[config.mk]
export PLATFORM = sky130hd
export DESIGN_NAME = univ_shift_reg
export DESIGN_NICKNAME = d
export VERILOG_FILES = /design/src/rtl/univ_shift_reg.sv
export SDC_FILE = /design/constraint.sdc
export NUM_CORES = 1
export LEC_CHECK = 0
export BUFFER_PORTS_ARGS = -buffer_cell sky130_fd_sc_hd__clkbuf_2
export CAP_MARGIN = 5
export CORE_MARGIN = 2
export CORE_UTILIZATION = 51
export DETAILED_ROUTE_END_ITERATION = 8
export PLACE_DENSITY = 0.94
export SLEW_MARGIN = 40
export SYNTH_ARGS = -nofsm -noshare
export SYNTH_HDL_FRONTEND = slang
export SYNTH_SLANG_ARGS = --single-unit
[constraint.sdc]
create_clock -name Clock -period 3.2 [get_ports Clock]
set_clock_uncertainty 0.05 [all_clocks]
set_input_delay 0.64 -clock Clock [delete_from_list [all_inputs] [get_ports Clock]]
set_output_delay 0.64 -clock Clock [all_outputs]
set_load 0.01 [all_outputs]
[src/rtl/univ_shift_reg.sv]
`default_nettype none
// ============================================================================
// Module   : univ_shift_reg
// Brief    : WIDTH-bit universal register (hold/shift/rotate/load/clear) with
//            a saturating shift counter and Done flag.
// Revision : 1.0 - initial release
// ============================================================================
module univ_shift_reg #(
    parameter int WIDTH = 8,
    parameter int CNTW  = $clog2(WIDTH + 1)
) (
    input  logic             Clock,
    input  logic             Reset,
    input  logic             En,
    input  logic [2:0]       Mode,
    input  logic [WIDTH-1:0] D,
    input  logic             SinMsb,
    input  logic             SinLsb,
    output logic [WIDTH-1:0] Q,
    output logic             SoutMsb,
    output logic             SoutLsb,
    output logic [CNTW-1:0]  ShiftCnt,
    output logic             Done
);

    localparam logic [2:0] c_MODE_HOLD = 3'b000;
    localparam logic [2:0] c_MODE_SHR  = 3'b001;
    localparam logic [2:0] c_MODE_SHL  = 3'b010;
    localparam logic [2:0] c_MODE_ROR  = 3'b011;
    localparam logic [2:0] c_MODE_ROL  = 3'b100;
    localparam logic [2:0] c_MODE_LOAD = 3'b101;
    localparam logic [2:0] c_MODE_CLR  = 3'b110;

    localparam logic [CNTW-1:0] c_CNT_MAX = CNTW'(WIDTH);

    logic [WIDTH-1:0] r_q;
    logic [CNTW-1:0]  r_cnt;
    logic [WIDTH-1:0] w_next_q;
    logic [CNTW-1:0]  w_next_cnt;
    logic             w_is_shift;
    logic             w_cnt_zero;

    always_comb begin
        w_next_q   = r_q;
        w_is_shift = 1'b0;
        w_cnt_zero = 1'b0;
        case (Mode)
            c_MODE_HOLD: w_next_q = r_q;
            c_MODE_SHR: begin
                w_next_q   = {SinMsb, r_q[WIDTH-1:1]};
                w_is_shift = 1'b1;
            end
            c_MODE_SHL: begin
                w_next_q   = {r_q[WIDTH-2:0], SinLsb};
                w_is_shift = 1'b1;
            end
            c_MODE_ROR: begin
                w_next_q   = {r_q[0], r_q[WIDTH-1:1]};
                w_is_shift = 1'b1;
            end
            c_MODE_ROL: begin
                w_next_q   = {r_q[WIDTH-2:0], r_q[WIDTH-1]};
                w_is_shift = 1'b1;
            end
            c_MODE_LOAD: begin
                w_next_q   = D;
                w_cnt_zero = 1'b1;
            end
            c_MODE_CLR: begin
                w_next_q   = '0;
                w_cnt_zero = 1'b1;
            end
            default: w_next_q = r_q;    // reserved encoding holds
        endcase
    end

    // Counter sticks at WIDTH so Done stays high until the next load/clear
    always_comb begin
        w_next_cnt = r_cnt;
        if (w_cnt_zero) begin
            w_next_cnt = '0;
        end else if (w_is_shift && (r_cnt != c_CNT_MAX)) begin
            w_next_cnt = r_cnt + CNTW'(1);
        end
    end

    always_ff @(posedge Clock) begin
        if (Reset) begin
            r_q   <= '0;
            r_cnt <= '0;
        end else if (En) begin
            r_q   <= w_next_q;
            r_cnt <= w_next_cnt;
        end
    end

    assign Q        = r_q;
    assign SoutMsb  = r_q[WIDTH-1];
    assign SoutLsb  = r_q[0];
    assign ShiftCnt = r_cnt;
    assign Done     = (r_cnt == c_CNT_MAX);

endmodule
`default_nettype wire

**After elaboration in Yosys (flattened, before gate mapping)**

Index checks and enable logic that the tools add are counted.

- Register bits after elaboration: 12
- Input port bits: 16
- Output and inout port bits: 15
- Logic and storage cells: 23

- $add $sub $neg: 1
- Equal/unequal tests: 8
- Mux-type cells: 5
- Reductions and logical operators: 7

Operators with widths:

| operator | number |
|---|---|
| $pmux 8 s6 | 1 |
| $eq 3x3->1 const B | 3 |
| $mux 4 | 2 |
| $eq 3x2->1 const B | 2 |
| $reduce_bool 6->1 | 1 |
| $add 4x1->4 const B | 1 |
| $eq 4x4->1 const B | 1 |
| $ne 4x4->1 const B | 1 |
| $reduce_and 2->1 | 2 |
| $reduce_or 4->1 | 1 |
| $eq 3x1->1 const B | 1 |
| $mux 1 | 2 |
| $reduce_bool 2->1 | 1 |
| $reduce_or 2->1 | 1 |
| $logic_and 1x1->1 | 1 |

**Depth between registers and ports, before layout**

- Word-level depth: 6
- Depth in mapped cells: 7

**Worst setup path after synthesis**

OpenSTA, ideal clock, no wires.

- Kind: input port to flip-flop
- Start: in Mode[0]
- End: reg r_q[5] (netlist: Q[5])
- Setup time: 0.142 ns
- Arrival: 1.589 ns
- Slack: 1.419 ns
- Stages on the path: 6
- Path buffers: 2
- Path through: or3_1 > and3_1 > buf_6 > buf_6 > nor2_1 > a311oi_2

- Longest elaborated chain between the ends: 3

Ends and longest elaborated chain:

| element | RTL line | text |
|---|---|---|
| start: declaration | 15 | `input logic [2:0] Mode,` |
| $eq 3x3->1, or another cell as far along | 47 | `case (Mode)` |
| $reduce_bool 6->1 (no line) | -- |  |
| $reduce_and 2->1 (no line) | -- |  |
| end signal: assignment | 92 | `r_q <= w_next_q;` |
| end: declaration | 36 | `logic [WIDTH-1:0] r_q;` |

Several ways; a longest one is shown, not always the timed one.
A chain may end at the register's enable or synchronous reset.

**Final worst setup path**

- Start: reg r_cnt[0] (netlist: ShiftCnt[0])
- End: out Done

- Longest elaborated chain between the ends: 1

Ends and longest elaborated chain:

| element | RTL line | text |
|---|---|---|
| start: declaration | 37 | `logic [CNTW-1:0] r_cnt;` |
| start signal: assignment | 93 | `r_cnt <= w_next_cnt;` |
| $eq 4x4->1 | 101 | `assign Done = (r_cnt == c_CNT_MAX);` |
| end: declaration | 23 | `output logic Done` |

No other way between the ends.

==> flow_metrics.tcl <==
set metrics [dict create \
    drt_first_pass_iters 4 \
    place_congestion 0.8288 \
    path_max_fanout 4 \
    yosys_most_used_dff "dfxtp_1" \
    clock_latency_ns 0.28 \
    wl_per_cell_um 13.71 \
    synth_warnings 0 \
    worstReg2RegEnd "ShiftCnt[1]$_SDFFE_PP0P_" \
    cts-root-buf "clkbuf_4" \
    ys_ff_latch 12 \
    post_cts_resized 0 \
    period_share_pct 58.92 \
    portBuffers 30 \
    cts.path.max_buffers 2 \
    max_freq_mhz 530.4 \
    critPathKind "reg -> out" \
    dp_hpwl_mm 1.366 \
    drt_iter0_markers 19 \
    design.core.area_sq_mm 0.001489 \
    cts_tree "done" \
    globalRouteTotalUtil_pct 22.37 \
    syn_area_sq_um 803.3 \
    ios 31 \
    cts_num_sinks 12 \
    grt_max_degree 15 \
    stdcell_count 134 \
    cts-htree-levels 1 \
    final_common_cell "clkbuf_2" \
    drive_above_1_share_pct 37.29 \
    crit_path_start_kind "flip-flop" \
    hold_depth 2 \
    cellPowerDensity_mw_per_mm2 405.1 \
    placed_cells 130 \
    cts_hold_buf 0 \
    dieArea_sq_mm 0.001908 \
    yosys.cell_types.count 39 \
    reg2reg_slack_ns 1.42 \
    critPathRequiredTime_ns 2.51 \
    grt_overflow_total 0 \
    die_height_um 43.69 \
    filler_cell_count 140 \
    fp-row-count 14 \
    min_from "ShiftCnt[3]$_SDFFE_PP0P_" \
    status "finished clean" \
    p_leak_nw 0.3978 \
    vias 790 \
    antenna_cells 0 \
    mostFrequentLayoutCells "clkbuf_2, dfxtp_1, nor2_1, nand2_1" \
    cts_buffers 3 \
    r2r_cells 6 \
    hold_violations 0 \
    start_util_pct 53.95 \
    antenna_found_initial 0 \
    grt_pass1_wl_mm 3.167 \
    synth.area.top_cells "dfxtp_1, a311oi_2, a22oi_1" \
    setup_tns_ns 0 \
    synth_top_cell_by_area "dfxtp_1" \
    rr_startpoint "ShiftCnt[0]$_SDFFE_PP0P_" \
    arrival_ns 1.20 \
    postCtsSetupRepairBufs 0 \
    final_util_pct 63.61 \
    power_mw 0.3837 \
    hold_end "ShiftCnt[3]$_SDFFE_PP0P_" \
    crit_path_end_kind "output pin" \
    grt_pass1_vias 738 \
    ir_worst_vdd_v 0.0002728 \
    synth_cells 93 \
    drt-total-wl_mm 1.837 \
    syn-num-nets 111 \
    drc 0 \
    synth_top_area_share_pct 29.91 \
    min_period_ns 1.885 \
    holdCritPathClass "reg -> reg" \
    relSlewSlack_pct 60.02 \
    worst_pin_slew_ns 0.5997 \
    ys_seq_area_share_pct 29.91 \
    slew_viol_final 0 \
    rsz0062_at_grt "no" \
    setup_viol 0 \
    ant_nets 0 \
    die_w_um 43.69 \
    max_cap_violations 0 \
    syn_avg_cell_area_sq_um 8.637 \
    nets 137 \
    areaGrowthSynthToFinish_pct 17.91 \
    synthArstFlopShare_pct 0 \
    synth-edff-count 0 \
    clk_pin_slew_ns 0.08 \
    viasPerCell 5.896 \
]
-- worst max-delay path, stage by stage (launching register included) --
cell,delay [ns]
dfxtp_1,0.38
inv_1,0.08
ha_1,0.19
nand2_1,0.09
nor2_1,0.05
clkbuf_2,0.12
-- layer usage --
| layer | share of wire [%] | wire length [um] | global-route usage [%] | vias up |
|---|---|---|---|---|
| li1 | - | - | - | 390 |
| met1 | 42 | 777 | 25.32 | 372 |
| met2 | 50 | 925 | 38.82 | 26 |
| met3 | 6.2 | 113 | 5.833 | 2 |
| met4 | 1.1 | 21 | 10.30 | 0 |
| met5 | 0 | 0 | 0 | - |
-- synth_stat cells, types with 2 or more instances --
cell       instances
buf_4              3
nand2b_1           2
and3_1             2
dfxtp_1           12
inv_1              6
nand3_1            2
or3_1              3
o21ai_0            2
a22oi_1            6
nand2_1            7
buf_6              2
a21oi_1            2
nor2_1            11
a311oi_2           6
ha_1               2
a2111oi_0          2
-- worst max path at each step --
stage | from | end | slack [ns] | depth (start not counted)
after floorplan | Mode[0] | Q[5]$_SDFFE_PP0P_ | 1.42 | 6
after global placement | Mode[0] | Q[4]$_SDFFE_PP0P_ | 1.15 | 5
after detailed placement | Mode[0] | Q[5]$_SDFFE_PP0P_ | 1.09 | 5
after CTS | ShiftCnt[0]$_SDFFE_PP0P_ | Done | 1.30 | 5
after global routing | Mode[0] | ShiftCnt[1]$_SDFFE_PP0P_ | 1.09 | 5
final | ShiftCnt[0]$_SDFFE_PP0P_ | Done | 1.31 | 5
-- flip-flops by register name (all words and copies together), names as in the netlist --
| register | cells |
|---|---|
| Q | 8 |
| ShiftCnt | 4 |
-- where the power goes --
part,switching [mW],internal [mW]
sequential,0.0112,0.159
clock,0.0570,0.0693
combinational,0.0496,0.0375
-- final cells by class --
cell class	count	area, sq um	area share (%)
multi-input combinational	66	478.0	50.46
timing repair buffer	30	150.1	15.85
clock buffer	4	36.28	3.831
inverter	6	22.52	2.378
sequential	12	240.2	25.36
tap	16	20.02	2.114
-- cell families after synthesis --
| family | share of synthesized area [%] |
|---|---|
| xor+xnor | 2.181 |
| simple gates | 19.78 |
| flops | 29.91 |
| compound gates | 34.43 |
| buf+inv | 10.59 |
| fa+ha+maj | 3.115 |
-- per-stage QoR --
step | hold WS (ns) | cell area [sq um] | setup WS [ns]
2_1_floorplan | 0.4612 | 803.3 | 1.419
3_3_place_gp | 0.4342 | 910.9 | 1.149
3_5_place_dp | 0.4514 | 910.9 | 1.090
4_1_cts | 0.4628 | 947.2 | 1.301
5_1_grt | 0.4983 | 947.2 | 1.094
6_report | 0.4572 | 947.2 | 1.315
(Power assumes the default switching activity.)
